[src/rtl/sysid_verifier.sv]
// sysid_verifier: reads the ID word (address 0) and the timestamp word
// (address 1) from an Avalon-MM sysid slave on request, compares them against
// the build-time expected values and reports the outcome. Each read tolerates
// up to TIMEOUT_CYCLES consecutive stall cycles before the sequence aborts.
module sysid_verifier #(
    parameter logic [31:0] EXPECTED_ID    = 32'd0,
    parameter logic [31:0] EXPECTED_TS    = 32'd1473773398,
    parameter int          TIMEOUT_CYCLES = 255
) (
    input  logic        clock,
    input  logic        reset,
    input  logic        start,
    output logic        avm_address,
    output logic        avm_read,
    input  logic        avm_waitrequest,
    input  logic [31:0] avm_readdata,
    output logic        busy,
    output logic        done,
    output logic        pass,
    output logic        id_ok,
    output logic        ts_ok,
    output logic        timeout,
    output logic [31:0] id_value,
    output logic [31:0] ts_value
);

    localparam logic [15:0] LP_TIMEOUT = 16'(TIMEOUT_CYCLES);

    typedef enum logic [1:0] {
        ST_IDLE  = 2'd0,
        ST_RD_ID = 2'd1,
        ST_RD_TS = 2'd2,
        ST_DONE  = 2'd3
    } state_t;

    state_t      r_state;
    logic [15:0] r_stall_cnt;
    logic        r_avm_address;
    logic        r_avm_read;
    logic        r_busy;
    logic        r_done;
    logic        r_pass;
    logic        r_id_ok;
    logic        r_ts_ok;
    logic        r_timeout;
    logic [31:0] r_id_value;
    logic [31:0] r_ts_value;

    logic        w_id_match;
    logic        w_ts_match;
    logic        w_stall_expired;

    // Full-width equality against the expected words, plus the abort condition:
    // the counter already holds TIMEOUT_CYCLES stalls and this cycle stalls too.
    assign w_id_match      = (avm_readdata == EXPECTED_ID);
    assign w_ts_match      = (avm_readdata == EXPECTED_TS);
    assign w_stall_expired = avm_waitrequest && (r_stall_cnt == LP_TIMEOUT);

    // Sequencer: all outputs are registered so the bus strobes stay glitch-free
    // and hold steady while the slave stalls.
    always_ff @(posedge clock or posedge reset) begin
        if (reset) begin
            r_state       <= ST_IDLE;
            r_stall_cnt   <= 16'd0;
            r_avm_address <= 1'b0;
            r_avm_read    <= 1'b0;
            r_busy        <= 1'b0;
            r_done        <= 1'b0;
            r_pass        <= 1'b0;
            r_id_ok       <= 1'b0;
            r_ts_ok       <= 1'b0;
            r_timeout     <= 1'b0;
            r_id_value    <= 32'd0;
            r_ts_value    <= 32'd0;
        end else begin
            case (r_state)
                ST_IDLE, ST_DONE: begin
                    if (start) begin
                        r_state       <= ST_RD_ID;
                        r_stall_cnt   <= 16'd0;
                        r_avm_address <= 1'b0;
                        r_avm_read    <= 1'b1;
                        r_busy        <= 1'b1;
                        r_done        <= 1'b0;
                        r_pass        <= 1'b0;
                        r_id_ok       <= 1'b0;
                        r_ts_ok       <= 1'b0;
                        r_timeout     <= 1'b0;
                        r_id_value    <= 32'd0;
                        r_ts_value    <= 32'd0;
                    end
                end

                ST_RD_ID: begin
                    if (!avm_waitrequest) begin
                        r_id_value    <= avm_readdata;
                        r_id_ok       <= w_id_match;
                        r_stall_cnt   <= 16'd0;
                        r_avm_address <= 1'b1;
                        r_state       <= ST_RD_TS;
                    end else if (w_stall_expired) begin
                        r_timeout     <= 1'b1;
                        r_avm_read    <= 1'b0;
                        r_avm_address <= 1'b0;
                        r_busy        <= 1'b0;
                        r_done        <= 1'b1;
                        r_pass        <= 1'b0;
                        r_state       <= ST_DONE;
                    end else begin
                        r_stall_cnt   <= r_stall_cnt + 16'd1;
                    end
                end

                ST_RD_TS: begin
                    if (!avm_waitrequest) begin
                        r_ts_value    <= avm_readdata;
                        r_ts_ok       <= w_ts_match;
                        r_stall_cnt   <= 16'd0;
                        r_avm_read    <= 1'b0;
                        r_avm_address <= 1'b0;
                        r_busy        <= 1'b0;
                        r_done        <= 1'b1;
                        // Timeout cannot be set on this path, so pass only needs both matches.
                        r_pass        <= r_id_ok & w_ts_match;
                        r_state       <= ST_DONE;
                    end else if (w_stall_expired) begin
                        r_timeout     <= 1'b1;
                        r_avm_read    <= 1'b0;
                        r_avm_address <= 1'b0;
                        r_busy        <= 1'b0;
                        r_done        <= 1'b1;
                        r_pass        <= 1'b0;
                        r_state       <= ST_DONE;
                    end else begin
                        r_stall_cnt   <= r_stall_cnt + 16'd1;
                    end
                end

                default: begin
                    r_state <= ST_IDLE;
                end
            endcase
        end
    end

    assign avm_address = r_avm_address;
    assign avm_read    = r_avm_read;
    assign busy        = r_busy;
    assign done        = r_done;
    assign pass        = r_pass;
    assign id_ok       = r_id_ok;
    assign ts_ok       = r_ts_ok;
    assign timeout     = r_timeout;
    assign id_value    = r_id_value;
    assign ts_value    = r_ts_value;

endmodule

[config.mk]
export PLATFORM = sky130hd
export DESIGN_NAME = sysid_verifier
export DESIGN_NICKNAME = d
export VERILOG_FILES = /design/src/rtl/sysid_verifier.sv
export SDC_FILE = /design/constraint.sdc
export NUM_CORES = 1
export LEC_CHECK = 0
export ABC_AREA = 1
export BUFFER_PORTS_ARGS = -buffer_cell sky130_fd_sc_hd__buf_2
export CORE_MARGIN = 2
export CORE_UTILIZATION = 53
export CTS_CLUSTER_SIZE = 16
export DETAILED_ROUTE_END_ITERATION = 8
export PLACE_DENSITY = 0.8
export SLEW_MARGIN = 15
export SYNTH_ARGS = -nofsm -noshare
export SYNTH_HDL_FRONTEND = slang
export SYNTH_SLANG_ARGS = --single-unit
[constraint.sdc]
create_clock -name clock -period 4 [get_ports clock]
set_clock_uncertainty 0.2 [all_clocks]
set_input_delay 0.4 -clock clock [delete_from_list [all_inputs] [get_ports clock]]
set_output_delay 0.4 -clock clock [all_outputs]
set_load 0.02 [all_outputs]
Yosys cells after proc, flatten, opt, wreduce, memory -nomap -nowiden
Cells that the tools add are included.
- output and inout bits: 72
- register bits: 90
- word-level logic and storage cells: 80
- bits of input ports: 36
- bitwise operators: 1
- reductions and logical operators: 12
- muxes and demuxes: 42
- add/subtract/negate cells: 1
- eq/ne operators: 12
- operators with widths (operator ; number):
    one-hot mux 32 bit (2 select lines) ; 2
    2-to-1 mux 32 bit ; 2
    2-to-1 mux 16 bit ; 3
    equality test 32 x 31 -> 1 bit (second input constant) ; 1
    zero test 32 bit ; 1
    one-hot mux 16 bit (2 select lines) ; 1
    2-to-1 mux 1 bit ; 21
    adder 16 x 1 -> 16 bit (second input constant) ; 1
    equality test 16 x 8 -> 1 bit (second input constant) ; 1
    one-hot mux 1 bit (3 select lines) ; 5
    AND reduction 3 bit ; 3
    2-to-1 mux 2 bit ; 4
    inequality test 2 bit (second input constant) ; 4
    one-hot mux 1 bit (2 select lines) ; 3
    one-hot mux 2 bit (3 select lines) ; 1
    equality test 2 bit (second input constant) ; 2
    inequality test 2 x 1 -> 1 bit (second input constant) ; 2
    AND reduction 2 bit ; 2
    nonzero test 2 bit ; 2
    OR reduction 2 bit ; 2
    inequality test 3 bit (second input constant) ; 1
    equality test 2 x 1 -> 1 bit (second input constant) ; 1
    zero test 2 bit ; 1
    AND 1 bit ; 1
    logical AND 1 bit ; 1

Longest topological paths before layout
Gate-level depths: netlist of the first run.
- depth after elaboration: 5
- mapped depth: 11
- gate-level depth less buffers: 11

Worst setup path before layout of the first run
OpenSTA, ideal clock, no wires.
- path kind: reg-to-reg
- start: register r_state[0]
- end: register r_ts_value[0] (netlist: ts_value[0])
- data required time: 3.662 ns
- path slack: 2.047 ns
- setup time: 0.138 ns
- cell stages (with the launch flop): 10
- clock period less this slack: 1.953 ns
- arrival time: 1.615 ns
- path buffers: 2
- cell sequence: dfrtp_1 > inv_1 > ha_1 > inv_2 > nor2_2 > buf_4 > inv_2 > nand2_2 > buf_4 > o22ai_1
- longest elaborated chain between the ends: 4
- elaborated cells on any way between the ends: 9
- those cells by class: eq/ne: 4; mux: 1; reduce/logical: 4
- ends and longest elaborated chain (what ; RTL line ; text):
    start, declared ; 36 ; state_t r_state;
    start signal, assigned ; 63 ; r_state <= ST_IDLE;
    start signal, assigned ; 79 ; r_state <= ST_RD_ID;
    start signal, assigned ; 100 ; r_state <= ST_RD_TS;
    equality test 2 bit or zero test 2 bit (tied branches) ; 76 ; case (r_state)
    OR reduction 2 bit ; 76 ;
    inequality test 2 bit (no source line) or nonzero test 2 bit (tied branches) ; - ;
    AND reduction 3 bit (no source line) ; - ;
    end signal, assigned ; 116 ; r_ts_value <= avm_readdata;
    end, declared ; 47 ; logic [31:0] r_ts_value;
Several ways; a longest one is shown, not always the timed one.
A chain may end at the register's enable or synchronous reset.

Final worst setup path of the first run
- start: register r_state[0]
- end: register r_id_value[19] (netlist: id_value[19])
- longest elaborated chain between the ends: 4
- elaborated cells on any way between the ends: 9
- those cells by class: eq/ne: 4; mux: 1; reduce/logical: 4
- ends and longest elaborated chain (what ; RTL line ; text):
    equality test 2 bit or zero test 2 bit (tied branches) ; 76 ;
    OR reduction 2 bit ; 76 ;
    inequality test 2 bit (no source line) or nonzero test 2 bit (tied branches) ; - ;
    AND reduction 3 bit (no source line) ; - ;
    end signal, assigned ; 96 ; r_id_value <= avm_readdata;
    end, declared ; 46 ; logic [31:0] r_id_value;
Several ways; a longest one is shown, not always the timed one.

==> results of run 1 <==
-- kinds of logic after synthesis --
family,after synthesis,synth area share
flip-flops,90,0.530
XOR/XNOR,4,0.00824
AND/OR/NAND/NOR,166,0.175
AO/OA/AOI/OAI,127,0.165
buffers and inverters,117,0.110
adder cells (fa/ha/maj),4,0.0118
-- worst max-delay path: stages, from the launching register on --
cell	delay (ns)
sky130_fd_sc_hd__dfrtp_1	0.38
sky130_fd_sc_hd__inv_1	0.09
sky130_fd_sc_hd__ha_1	0.43
sky130_fd_sc_hd__o21ai_2	0.90
sky130_fd_sc_hd__o21ai_0	0.22
sky130_fd_sc_hd__o21ai_0	0.16
-- area by class of cell --
class	instances	area, um^2
Clock buffer	10	138
Timing Repair Buffer	113	583
Clock inverter	5	87.6
Tap cell	102	128
Sequential cell	90	2250
Multi-Input combinational cell	301	1540
Fill cell	657	2670
Inverter	98	369
-- synth_stat cells (4+ instances only) --
library cell and count:
sky130_fd_sc_hd__nand2_1 89, sky130_fd_sc_hd__a21oi_1 5, sky130_fd_sc_hd__o22ai_1 27, sky130_fd_sc_hd__buf_2 9, sky130_fd_sc_hd__o21ai_1 6, sky130_fd_sc_hd__nand3_1 20
sky130_fd_sc_hd__nor2_1 30, sky130_fd_sc_hd__clkbuf_1 5, sky130_fd_sc_hd__ha_1 4, sky130_fd_sc_hd__nand4_1 10, sky130_fd_sc_hd__inv_2 4, sky130_fd_sc_hd__nor3_1 4
sky130_fd_sc_hd__o21ai_0 82, sky130_fd_sc_hd__dfrtp_1 90, sky130_fd_sc_hd__inv_1 94
-- flip-flops by register name (all words and copies together), names as in the netlist --
name and cells:
id_value 32, ts_value 32, r_stall_cnt 16, r_state 2
avm_address 1, avm_read 1, busy 1, done 1
id_ok 1, pass 1, timeout 1, ts_ok 1
-- placed cells by master, fill, tap and decap left out, types with 2 or more instances in the layout --
| cell type | netlist | final |
|---|---|---|
| sky130_fd_sc_hd__ha_1 | 4 | 4 |
| sky130_fd_sc_hd__clkbuf_8 | 0 | 10 |
| sky130_fd_sc_hd__inv_1 | 94 | 93 |
| sky130_fd_sc_hd__nand2_2 | 3 | 3 |
| sky130_fd_sc_hd__o21ai_0 | 82 | 81 |
| sky130_fd_sc_hd__buf_4 | 3 | 5 |
| sky130_fd_sc_hd__nor3_1 | 4 | 3 |
| sky130_fd_sc_hd__o22ai_1 | 27 | 27 |
| sky130_fd_sc_hd__nand2_1 | 89 | 89 |
| sky130_fd_sc_hd__nand2_4 | 2 | 2 |
| sky130_fd_sc_hd__a21oi_1 | 5 | 5 |
| sky130_fd_sc_hd__bufinv_16 | 0 | 2 |
| sky130_fd_sc_hd__nand3_1 | 20 | 20 |
| sky130_fd_sc_hd__o21ai_1 | 6 | 6 |
| sky130_fd_sc_hd__dfrtp_1 | 90 | 90 |
| sky130_fd_sc_hd__xor2_1 | 3 | 3 |
| sky130_fd_sc_hd__nor2_1 | 30 | 30 |
| sky130_fd_sc_hd__nor2_4 | 2 | 2 |
| sky130_fd_sc_hd__nor4_1 | 2 | 2 |
| sky130_fd_sc_hd__o211ai_1 | 3 | 3 |
| sky130_fd_sc_hd__nand4_1 | 10 | 10 |
| sky130_fd_sc_hd__or2_2 | 2 | 2 |
| sky130_fd_sc_hd__buf_2 | 9 | 107 |
| sky130_fd_sc_hd__inv_2 | 4 | 4 |
-- path summary, 6_finish.rpt --
| kind | startpoint | endpoint | slack [ns] | depth (start not counted) |
|---|---|---|---|---|
| min reg2reg | r_stall_cnt[13] | r_stall_cnt[13] | 0.29 | 2 |
| max reg2reg | r_state[0] | id_value[19] | 1.53 | 5 |
| min | avm_readdata[29] | ts_value[29] | 0.1 | 3 |
| max | r_state[0] | id_value[19] | 1.53 | 5 |
| max in group asynchronous | reset | id_value[3] | 2.51 | 4 |
| min in group asynchronous | reset | ts_value[11] | 0.34 | 3 |
-- per-stage QoR --
step                setup slack, ns  hold WS (ns)  power (mW)  utilization  cell area [um^2]
detailed placement             1.56         0.172        2.85        0.626              4860
finish                         1.53        0.0967        3.54        0.656              5090
floorplan                      1.06         0.249        2.34            -              4250
CTS                            1.54        0.0987        3.54        0.656              5090
global placement               1.67         0.165        2.79        0.626              4860
global route                   1.31         0.106        3.75        0.656              5090
-- report_power, final --
part / leakage, nW / switching (mW) / internal [mW]
Sequential: 1.22 / 0.159 / 1.18
Combinational: 1.45 / 1.07 / 0.434
Clock: 0.110 / 0.328 / 0.371
-- routing by layer --
layer / vias up / GRT usage / wire, um
met1: 1852 / 0.319 / 4400
met3: 31 / 0.0532 / 678
met4: 0 / 0.122 / 318
li1: 1839 / - / -
met5: - / 0 / 0
met2: 145 / 0.430 / 5510
==> impl_summary.log, run 1 <==
[metrics] endpoint type of the worst setup path: register
[metrics] horizontal die dimension: 93.6 um
[metrics] mean area per synthesized cell: 8.37 um^2
[metrics] CTS root buffer: sky130_fd_sc_hd__clkbuf_8
[metrics] Vert. Die Dim: 93.6 um
[metrics] Post-Syn Area: 4250 um^2
[metrics] core region area: 7770 um^2
[metrics] H-Tree Level Count: 3
[metrics] CTS Buf Count: 9
[metrics] final HPWL from detailed placement: 7810 um
[metrics] sequential fraction of the synthesis area: 0.530
[metrics] number of antenna violations at the first check in global routing: 0
[metrics] Yosys top cell by area: sky130_fd_sc_hd__dfrtp_1
[metrics] crit-path max FO: 33
[metrics] top area cells in the synthesized netlist: sky130_fd_sc_hd__dfrtp_1 (53%), sky130_fd_sc_hd__o21ai_0 (9.7%), sky130_fd_sc_hd__inv_1 (8.3%)
[metrics] residual DRC count: 0
[metrics] Final Slew Violations: 0
[metrics] largest net degree at the start of global routing: 41
[metrics] ports placed on the boundary: 108
[metrics] number of DRC markers in iteration 0: 317
[metrics] number of synthesis warnings: 0
[metrics] effective utilization at floorplan: 0.547
[metrics] clock tree from TritonCTS: yes
[metrics] Hold Path Class: in2reg
[metrics] buffer depth of the longest clock path: 2
[metrics] leakage component of the power: 2.78 nW
[metrics] count of antenna-violating nets left after detailed routing: 0
[metrics] number of nets in the synthesized netlist: 548
[metrics] transition time of the tightest slew-check pin: 1.12 ns
[metrics] Vias per Instance: 5.38
[metrics] pwr dens: 694 nW/um^2
[metrics] period utilisation layout: 0.618
[metrics] number of cell rows: 32
[metrics] 1st-pass router iterations: 5
[metrics] max-cap violations: 0
[metrics] first-pass GRT wire length: 17,600 um
[metrics] count of inserted antenna diode cells: 0
[metrics] number of enable-type register cells in the synthesized netlist: 0
[metrics] data required time at the worst endpoint: 4.06 ns
[metrics] register clock-pin slew on the reported worst setup and hold paths: 0.09 ns
[metrics] cells after synthesis: 508
[metrics] minimum period implied by the final worst setup slack: 2.47 ns
[metrics] area share of the largest cell type after synthesis: 0.530
[metrics] Final Hold Violating Endpoints: 0
[metrics] GRT Util Overall: 0.257
[metrics] number of placed instances with taps included: 703
[metrics] unrepaired setup endpoints after global routing: no
[metrics] via count of the first global-routing pass: 3,771
[metrics] Critical Path Source Type: register
[metrics] summed negative setup slack over all endpoints: 0 ns
[metrics] signal arrival time at the worst endpoint: 2.54 ns
[metrics] port bufs: 107
[metrics] layout cells sized above 1: 0.238
[metrics] distinct cell type count after synthesis: 32
[metrics] outcome: complete, no violations
[metrics] total wire length: 10,900 um
[metrics] latest clock arrival within the worst-skew pair: 0.36 ns
[metrics] NumNets Final: 653
[metrics] GRT Residual Overflow: 0
[metrics] most frequently used flop master after synthesis: sky130_fd_sc_hd__dfrtp_1
[metrics] #FFs+latches synth: 90
[metrics] P&R area growth vs syn: 19.9%
[metrics] category of the critical setup timing path: reg2reg
[metrics] WL per Instance: 15.2 um
[metrics] routability congestion estimate: 0.874
[metrics] fin cells: 719
[metrics] worst max-slew margin expressed relative to the limit: 0.252
[metrics] clock sink count: 90
[metrics] Post-CTS Hold Buffers: 1
[metrics] maximum frequency from static timing analysis: 404 MHz
[metrics] worst supply voltage drop on vdd: 0.000329 V
[metrics] Resized Gates After CTS: 0
[metrics] total via count in the routed design: 3,867
[metrics] full die area: 8750 um^2
[metrics] buffers inserted during post-CTS setup optimization: 0
[metrics] count of endpoints failing setup in the final report: 0
[metrics] Async SR Flop Fraction: 1.00
(Power assumes the default switching activity.)
==> inputs of run 2 (changes only) <==
--- a/config.mk
+++ b/config.mk
@@ -5,10 +5,10 @@
 export SDC_FILE = /design/constraint.sdc
 export NUM_CORES = 1
 export LEC_CHECK = 0
-export ABC_AREA = 1
+export ABC_AREA = 0
 export BUFFER_PORTS_ARGS = -buffer_cell sky130_fd_sc_hd__buf_2
 export CORE_MARGIN = 2
-export CORE_UTILIZATION = 53
+export CORE_UTILIZATION = 52
 export CTS_CLUSTER_SIZE = 16
 export DETAILED_ROUTE_END_ITERATION = 8
 export PLACE_DENSITY = 0.8
==> constraint.sdc (replaced) <==
create_clock -name clock -period 2.4 [get_ports clock]
set_clock_uncertainty 0.2 [all_clocks]
set_input_delay 0.24 -clock clock [delete_from_list [all_inputs] [get_ports clock]]
set_output_delay 0.24 -clock clock [all_outputs]
set_load 0.02 [all_outputs]
==> run 2 against run 1 <==
Net effect: worst setup slack worse by 1.5 ns; via count down 8.2%; first-iteration DRC count down 34%; area after synthesis down 8.9%; clock power up 67%; critical path type is now in2reg; final area up 1.8%; largest power group unchanged; register-to-register slack worse by 1.3 ns; power up 66%; non-clock buffer count up 42; global-route usage up 1.1 points.
==> impl_summary.log, run 2 <==
[metrics] #FFs+latches synth: 90 (unchanged)
[metrics] Hold Path Class: in2reg (unchanged)
[metrics] crit-path max FO: 4 (was 33)
[metrics] CTS root buffer: sky130_fd_sc_hd__clkbuf_8 (unchanged)
[metrics] register clock-pin slew on the reported worst setup and hold paths: 0.09 ns (about the same)
[metrics] internal power contribution: 3.45 mW (was 1.98 mW)
[metrics] clock tree from TritonCTS: yes (unchanged)
[metrics] category of the critical setup timing path: in2reg (was reg2reg)
[metrics] area share of the largest cell type after synthesis: 0.582 (was 0.530)
[metrics] GRT Util Overall: 0.268 (was 0.257)
[metrics] net switching power: 2.43 mW (was 1.55 mW)
[metrics] layout cells sized above 1: 0.285 (was 0.238)
[metrics] GRT Residual Overflow: 0 (unchanged)
[metrics] number of antenna violations at the first check in global routing: 0 (unchanged)
[metrics] clock sink count: 90 (unchanged)
[metrics] minimum period implied by the final worst setup slack: 2.35 ns
[metrics] first-pass GRT wire length: 17,600 um (about the same)
[metrics] worst-path cell with the longest stage delay: sky130_fd_sc_hd__dlygate4sd3_1 (was sky130_fd_sc_hd__o21ai_2)
[metrics] latest clock arrival within the worst-skew pair: 0.36 ns (about the same)
[metrics] final HPWL from detailed placement: 6990 um (was 7810 um)
[metrics] number of synthesis warnings: 0 (unchanged)
[metrics] max-cap violations: 0 (unchanged)
[metrics] count of antenna-violating nets left after detailed routing: 0 (unchanged)
[metrics] Final Hold Slack: 0.0678 ns (was 0.0967 ns)
[metrics] buffers inserted during post-CTS setup optimization: 0 (unchanged)
[metrics] Vert. Die Dim: 90.3 um (was 93.6 um)
[metrics] total via count in the routed design: 3,548 (was 3,867)
[metrics] maximum frequency from static timing analysis: 426 MHz
[metrics] Vias per Instance: 5.87 (was 5.38)
[metrics] core region area: 7210 um^2 (was 7770 um^2)
[metrics] most frequently used flop master after synthesis: sky130_fd_sc_hd__dfrtp_1 (unchanged)
[metrics] count leader, synth: sky130_fd_sc_hd__dfrtp_1 (was sky130_fd_sc_hd__inv_1)
[metrics] NumNets Final: 540 (was 653)
[metrics] post-route standard cell area excluding fillers: 5180 um^2 (was 5090 um^2)
[metrics] count of endpoints failing setup in the final report: 0 (unchanged)
[metrics] number of DRC markers in iteration 0: 208 (was 317)
[metrics] count of inserted antenna diode cells: 0 (unchanged)
[metrics] summed negative setup slack over all endpoints: 0 ns (unchanged)
[metrics] total wire length: 10,700 um (was 10,900 um)
[metrics] launch instance of the worst register-to-register path: r_state[0] (unchanged)
[metrics] Comb power frac: 0.438 (was 0.425)
[metrics] port bufs: 107 (unchanged)
[metrics] pwr dens: 1130 nW/um^2 (was 694 nW/um^2)
[metrics] Yosys top cell by area: sky130_fd_sc_hd__dfrtp_1 (unchanged)
[metrics] 1st-pass router iterations: 4 (was 5)
[metrics] area occupied by registers: 2250 um^2 (unchanged)
[metrics] worst max-slew margin expressed relative to the limit: 0.684 (was 0.252)
[metrics] placement-stage cell area: 4610 um^2 (was 4860 um^2)
[metrics] Clock power frac: 0.199 (was 0.197)
[metrics] residual DRC count: 0 (unchanged)
[metrics] switch share: 0.413 (was 0.439)
[metrics] top area cells in the synthesized netlist: sky130_fd_sc_hd__dfrtp_1 (58%), sky130_fd_sc_hd__a22o_1 (13%), sky130_fd_sc_hd__nand2_1 (4.4%) (was sky130_fd_sc_hd__dfrtp_1 (53%), sky130_fd_sc_hd__o21ai_0 (9.7%), sky130_fd_sc_hd__inv_1 (8.3%))
[metrics] P&R area growth vs syn: 33.9% (was 19.9%)
[metrics] area taken by multi-input logic gates: 1520 um^2 (was 1540 um^2)
[metrics] Total Power Consumption: 5.88 mW (was 3.54 mW)
[metrics] part of the power in registers: 0.363 (was 0.378)
[metrics] via count of the first global-routing pass: 3,500 (was 3,771)
[metrics] WL per Instance: 17.6 um (was 15.2 um)
[metrics] leakage component of the power: 2.56 nW (was 2.78 nW)
[metrics] cells after synthesis: 355 (was 508)
[metrics] transition time of the tightest slew-check pin: 0.471 ns (was 1.12 ns)
[metrics] Final Slew Violations: 0 (unchanged)
[metrics] Post-Syn Area: 3870 um^2 (was 4250 um^2)
[metrics] Async SR Flop Fraction: 1.00 (unchanged)
[metrics] data required time at the worst endpoint: 2.49 ns (was 4.06 ns)
[metrics] signal arrival time at the worst endpoint: 2.44 ns (was 2.54 ns)
[metrics] fill cell instance count of the final layout: 525 (was 657)
[metrics] sequential fraction of the synthesis area: 0.582 (was 0.530)
[metrics] routability congestion estimate: 0.887 (was 0.874)
[metrics] most common cell after layout, fill and taps aside: sky130_fd_sc_hd__buf_2 (unchanged)
[metrics] cell-by-cell trace of the critical path: dlygate4sd3_1, buf_2, nand4_1, or4_1, or4_4, o22a_1, a21oi_2 (was inv_1, ha_1, o21ai_2, o21ai_0, o21ai_0)
[metrics] horizontal die dimension: 90.3 um (was 93.6 um)
[metrics] distinct cell type count after synthesis: 43 (was 32)
[metrics] number of nets in the synthesized netlist: 395 (was 548)
[metrics] Critical Path Source Type: input pin (was register)
[metrics] mean area per synthesized cell: 10.9 um^2 (was 8.37 um^2)
[metrics] effective utilization at floorplan: 0.537 (was 0.547)
[metrics] most frequent cells in the layout: sky130_fd_sc_hd__buf_2 (107), sky130_fd_sc_hd__dfrtp_1 (90), sky130_fd_sc_hd__a22o_1 (58), sky130_fd_sc_hd__nand2_1 (45), sky130_fd_sc_hd__dlygate4sd3_1 (34) (was sky130_fd_sc_hd__buf_2 (107), sky130_fd_sc_hd__inv_1 (93), sky130_fd_sc_hd__dfrtp_1 (90), sky130_fd_sc_hd__nand2_1 (89), sky130_fd_sc_hd__o21ai_0 (81))
[metrics] number of cell rows: 31 (was 32)
[metrics] delay of the slowest cell on the worst path: 0.55 ns (was 0.90 ns)
[metrics] buffer depth of the longest clock path: 2 (unchanged)
[metrics] number of enable-type register cells in the synthesized netlist: 0 (unchanged)
[metrics] worst supply voltage drop on vdd: 0.000655 V (was 0.000329 V)
[metrics] full die area: 8150 um^2 (was 8750 um^2)
[metrics] H-Tree Level Count: 3 (unchanged)
[metrics] unrepaired setup endpoints after global routing: no (unchanged)
[metrics] largest net degree at the start of global routing: 44 (was 41)
[metrics] Final Hold Violating Endpoints: 0 (unchanged)
[metrics] outcome: complete, no violations (unchanged)
[metrics] period utilisation layout: 0.979
[metrics] hold path startpoint: avm_waitrequest (was avm_readdata[29])
[metrics] timing startpoint of the critical path: avm_readdata[1] (was r_state[0])
[metrics] ports placed on the boundary: 108 (unchanged)
[metrics] endpoint type of the worst setup path: register (unchanged)
[metrics] CTS Buf Count: 9 (unchanged)
[metrics] most used standard cells in the synthesized netlist: sky130_fd_sc_hd__dfrtp_1 (90), sky130_fd_sc_hd__a22o_1 (58), sky130_fd_sc_hd__nand2_1 (45), sky130_fd_sc_hd__o21ai_0 (21), sky130_fd_sc_hd__clkbuf_1 (20) (was sky130_fd_sc_hd__inv_1 (94), sky130_fd_sc_hd__dfrtp_1 (90), sky130_fd_sc_hd__nand2_1 (89), sky130_fd_sc_hd__o21ai_0 (82), sky130_fd_sc_hd__nor2_1 (30))
run 2: through the flow:
step                worst slack (ns)  utilization  instances
detailed placement             0.236        0.640        554
floorplan                      0.348            -        355
finish                        0.0504        0.719        604
CTS                           0.0861        0.718        604
global placement               0.272        0.640        554
global route                  0.0130        0.719        604
run 2: worst paths after layout:
check	end	slack (ns)	cells past startpoint
setup / recovery	pass	0.05	7
hold / removal	r_state[0]	0.07	3
setup reg to reg	ts_value[19]	0.20	6
hold reg to reg	avm_read	0.28	1
max in group asynchronous	id_value[14]	1.21	4
min in group asynchronous	id_value[10]	0.24	3
run 2: cell type report:
| cell class | count | share of cell area |
|---|---|---|
| Inverter | 9 | 0.00724 |
| Clock inverter | 7 | 0.0193 |
| Timing Repair Buffer | 155 | 0.199 |
| Tap cell | 99 | 0.0239 |
| Multi-Input combinational cell | 235 | 0.292 |
| Sequential cell | 90 | 0.434 |
| Clock buffer | 9 | 0.0239 |
run 2: worst max-delay path, delay by kind of cell:
kind | cells | cell delay (ns)
buf+inv | 2 | 0.71
compound gates | 2 | 0.30
simple gates | 3 | 1.20
run 2: power by group through the flow:
stage | logic (mW) | clock network [mW] | registers, mW
after floorplan | 1.17 | 0 | 2.54
after global placement | 2.47 | 0 | 2.14
after detailed placement | 2.52 | 0 | 2.13
after CTS | 2.56 | 1.18 | 2.12
after global routing | 2.78 | 1.25 | 2.18
final | 2.58 | 1.17 | 2.13
run 2: logic make-up after synthesis:
logic type,after synthesis,share of synthesized area
mux,2,0.00517
fa+ha+maj,4,0.0129
buf+inv,30,0.0294
compound gates,111,0.216
flops,90,0.582
simple gates,116,0.150
xor+xnor,2,0.00453
run 2: timing repair:
item,CTS,global route
endpoints found under the hold margin,81,0
gates resized for setup,0,1
setup endpoints to repair,0,1
hold buffers,34,0
run 2: layer usage:
layer / global-route usage / wire (um) / vias up / share of wire
met4: 0.119 / 352 / 0 / 0.033
li1: - / - / 1614 / -
met1: 0.367 / 4500 / 1743 / 0.42
met5: 0 / 0 / - / 0
met2: 0.417 / 5100 / 163 / 0.48
met3: 0.0534 / 695 / 28 / 0.065
==> inputs of run 3 (changes only) <==
--- a/config.mk
+++ b/config.mk
@@ -12,6 +12,7 @@
 export CTS_CLUSTER_SIZE = 16
 export DETAILED_ROUTE_END_ITERATION = 8
 export PLACE_DENSITY = 0.8
+export RECOVER_POWER = 100
 export SLEW_MARGIN = 15
 export SYNTH_ARGS = -nofsm -noshare
 export SYNTH_HDL_FRONTEND = slang
==> run 3 against run 2 <==
Net effect: critical path depth is the same; global-route usage is the same; flip-flop and latch count stayed put; fmax fell by 0.52%; critical path type unchanged; sequential share of layout area increased by 1.1 points; largest cell class unchanged.
==> impl_summary.log, run 3 (same netlist as run 2, synthesis figures left out) <==
[metrics] outcome: complete, no violations (unchanged)
[metrics] cell-by-cell trace of the critical path: dlygate4sd3_1, buf_2, nand4_1, or4_1, or4_4, o22a_1, a21oi_2 (unchanged)
[metrics] CTS root buffer: sky130_fd_sc_hd__clkbuf_8 (unchanged)
[metrics] clock sink count: 90 (unchanged)
[metrics] number of cell rows: 31 (unchanged)
[metrics] final HPWL from detailed placement: 6990 um (unchanged)
[metrics] met2 demand-to-capacity share in global routing: 0.417 (unchanged)
[metrics] via count of the first global-routing pass: 3,500 (unchanged)
[metrics] H-Tree Level Count: 3 (unchanged)
[metrics] Final Hold Slack: 0.0714 ns (was 0.0678 ns)
[metrics] Global Route met3 Usage: 0.0534 (unchanged)
[metrics] port bufs: 107 (unchanged)
[metrics] number of antenna violations at the first check in global routing: 0 (unchanged)
[metrics] Final Slew Violations: 0 (unchanged)
[metrics] worst max-slew margin expressed relative to the limit: 0.413 (was 0.684)
[metrics] net switching power: 2.41 mW (was 2.43 mW)
[metrics] register clock-pin slew on the reported worst setup and hold paths: 0.09 ns (about the same)
[metrics] 1st-pass router iterations: 5 (was 4)
[metrics] buffer depth of the longest clock path: 2 (unchanged)
[metrics] leakage component of the power: 2.24 nW (was 2.56 nW)
[metrics] launch instance of the worst register-to-register path: r_state[0] (unchanged)
[metrics] ports placed on the boundary: 108 (unchanged)
[metrics] count of endpoints failing setup in the final report: 0 (unchanged)
[metrics] number of cells traversed by the worst hold path: 3 (unchanged)
[metrics] latest clock arrival within the worst-skew pair: 0.36 ns (about the same)
[metrics] transition time of the tightest slew-check pin: 0.876 ns (was 0.471 ns)
[metrics] clock tree from TritonCTS: yes (unchanged)
[metrics] number of DRC markers in iteration 0: 222 (was 208)
[metrics] signal arrival time at the worst endpoint: 2.46 ns (was 2.44 ns)
[metrics] layout cells sized above 1: 0.131 (was 0.285)
[metrics] NumNets Final: 540 (unchanged)
[metrics] max-cap violations: 0 (unchanged)
[metrics] Clock power frac: 0.205 (was 0.199)
[metrics] summed negative setup slack over all endpoints: 0 ns (unchanged)
[metrics] count of inserted antenna diode cells: 0 (unchanged)
[metrics] effective utilization at floorplan: 0.537 (unchanged)
[metrics] first-pass GRT wire length: 17,600 um (unchanged)
[metrics] part of the power in registers: 0.375 (was 0.363)
[metrics] switch share: 0.423 (was 0.413)
[metrics] crit-path max FO: 4 (unchanged)
[metrics] period utilisation layout: 0.984 (was 0.979)
[metrics] most common cell after layout, fill and taps aside: sky130_fd_sc_hd__dfrtp_1 (was sky130_fd_sc_hd__buf_2)
[metrics] count of antenna-violating nets left after detailed routing: 0 (unchanged)
[metrics] data required time at the worst endpoint: 2.50 ns (was 2.49 ns)
[metrics] maximum frequency from static timing analysis: 423 MHz (was 426 MHz)
[metrics] Final Hold Violating Endpoints: 0 (unchanged)
[metrics] pwr dens: 1130 nW/um^2 (about the same)
[metrics] minimum setup slack among reg-to-reg paths: 0.18 ns (was 0.20 ns)
[metrics] Worst R2R Path Depth: 6 (unchanged)
[metrics] Vert. Die Dim: 90.3 um (unchanged)
[metrics] largest net degree at the start of global routing: 44 (unchanged)
[metrics] total wire length: 10,600 um (was 10,700 um)
[metrics] minimum period implied by the final worst setup slack: 2.36 ns (was 2.35 ns)
[metrics] hold path startpoint: avm_waitrequest (unchanged)
[metrics] internal power contribution: 3.29 mW (was 3.45 mW)
[metrics] category of the critical setup timing path: in2reg (unchanged)
[metrics] routability congestion estimate: 0.887 (unchanged)
[metrics] timing startpoint of the critical path: avm_readdata[1] (unchanged)
[metrics] CTS Buf Count: 9 (unchanged)
[metrics] horizontal die dimension: 90.3 um (unchanged)
[metrics] residual DRC count: 0 (unchanged)
[metrics] total via count in the routed design: 3,549 (was 3,548)
[metrics] most frequent cells in the layout: sky130_fd_sc_hd__dfrtp_1 (90), sky130_fd_sc_hd__clkbuf_1 (77), sky130_fd_sc_hd__a22o_1 (58), sky130_fd_sc_hd__nand2_1 (45), sky130_fd_sc_hd__buf_2 (35) (was sky130_fd_sc_hd__buf_2 (107), sky130_fd_sc_hd__dfrtp_1 (90), sky130_fd_sc_hd__a22o_1 (58), sky130_fd_sc_hd__nand2_1 (45), sky130_fd_sc_hd__dlygate4sd3_1 (34))
[metrics] buffers inserted during post-CTS setup optimization: 0 (unchanged)
[metrics] Vias per Instance: 5.88 (was 5.87)
[metrics] P&R area growth vs syn: 30.6% (was 33.9%)
[metrics] Total Power Consumption: 5.70 mW (was 5.88 mW)
[metrics] full die area: 8150 um^2 (unchanged)
[metrics] delay of the slowest cell on the worst path: 0.56 ns (was 0.55 ns)
[metrics] core region area: 7210 um^2 (unchanged)
[metrics] Hold Path Class: in2reg (unchanged)
[metrics] worst supply voltage drop on vdd: 0.000632 V (was 0.000655 V)
[metrics] worst-path cell with the longest stage delay: sky130_fd_sc_hd__or4_1 (was sky130_fd_sc_hd__dlygate4sd3_1)
[metrics] GRT Util Overall: 0.268 (unchanged)
[metrics] unrepaired setup endpoints after global routing: no (unchanged)
[metrics] GRT Residual Overflow: 0 (unchanged)
[metrics] highest-utilization routing layer at the global route stage: met2 (unchanged)
[metrics] Comb power frac: 0.420 (was 0.438)
[metrics] endpoint type of the worst setup path: register (unchanged)
[metrics] global routing met1 resource utilization: 0.367 (unchanged)
[metrics] WL per Instance: 17.5 um (was 17.6 um)
[metrics] Critical Path Source Type: input pin (unchanged)
[run 3: path summary, 6_finish.rpt]
kind,endpoint
setup / recovery,pass
hold / removal,r_state[0]
setup reg to reg,ts_value[4]
hold reg to reg,avm_read
max in group asynchronous,id_value[14]
min in group asynchronous,id_value[10]
[run 3: routing by layer]
metal  wire length [um]  share of wire
met1               4430           0.42
met2               5070           0.48
met3                710          0.067
met4                364          0.034
met5                  0              0
[run 3: layout make-up]
type / instances / area [um^2]
sequential: 90 / 2250
timing repair buffer: 155 / 907
clock inverter: 7 / 100
multi-input combinational: 235 / 1510
inverter: 9 / 35.0
tap: 99 / 124
fill: 578 / 2160
clock buffer: 9 / 124
[run 3: timing repair]
item / in CTS / in global routing
gates resized for setup: 0 / 1
endpoints found under the setup margin: 0 / 1
endpoints found under the hold margin: 81 / 0
hold buffers: 34 / 0
[run 3: per-stage QoR]
| stage | setup WS (ns) | area, um^2 | std cells | util |
|---|---|---|---|---|
| after global placement | 0.272 | 4610 | 554 | 0.640 |
| after floorplan | 0.348 | 3870 | 355 | - |
| after CTS | 0.0861 | 5180 | 604 | 0.718 |
| final | 0.0381 | 5060 | 604 | 0.701 |
| after detailed placement | 0.236 | 4610 | 554 | 0.640 |
| after global routing | 0.0130 | 5060 | 604 | 0.701 |
[run 3: power groups by stage]
stage | combinational (mW) | clock (mW) | sequential (mW)
after floorplan | 1.17 | 0 | 2.54
after detailed placement | 2.52 | 0 | 2.13
after CTS | 2.56 | 1.18 | 2.12
final | 2.39 | 1.17 | 2.14
after global placement | 2.47 | 0 | 2.14
after global routing | 2.59 | 1.25 | 2.19
[run 3: worst max-delay path, delay by kind of cell]
kind	cells	cell delay (ns)
AOI/OAI and AO/OA	2	0.31
buffers and inverters	2	0.71
and+or+nand+nor	3	1.21
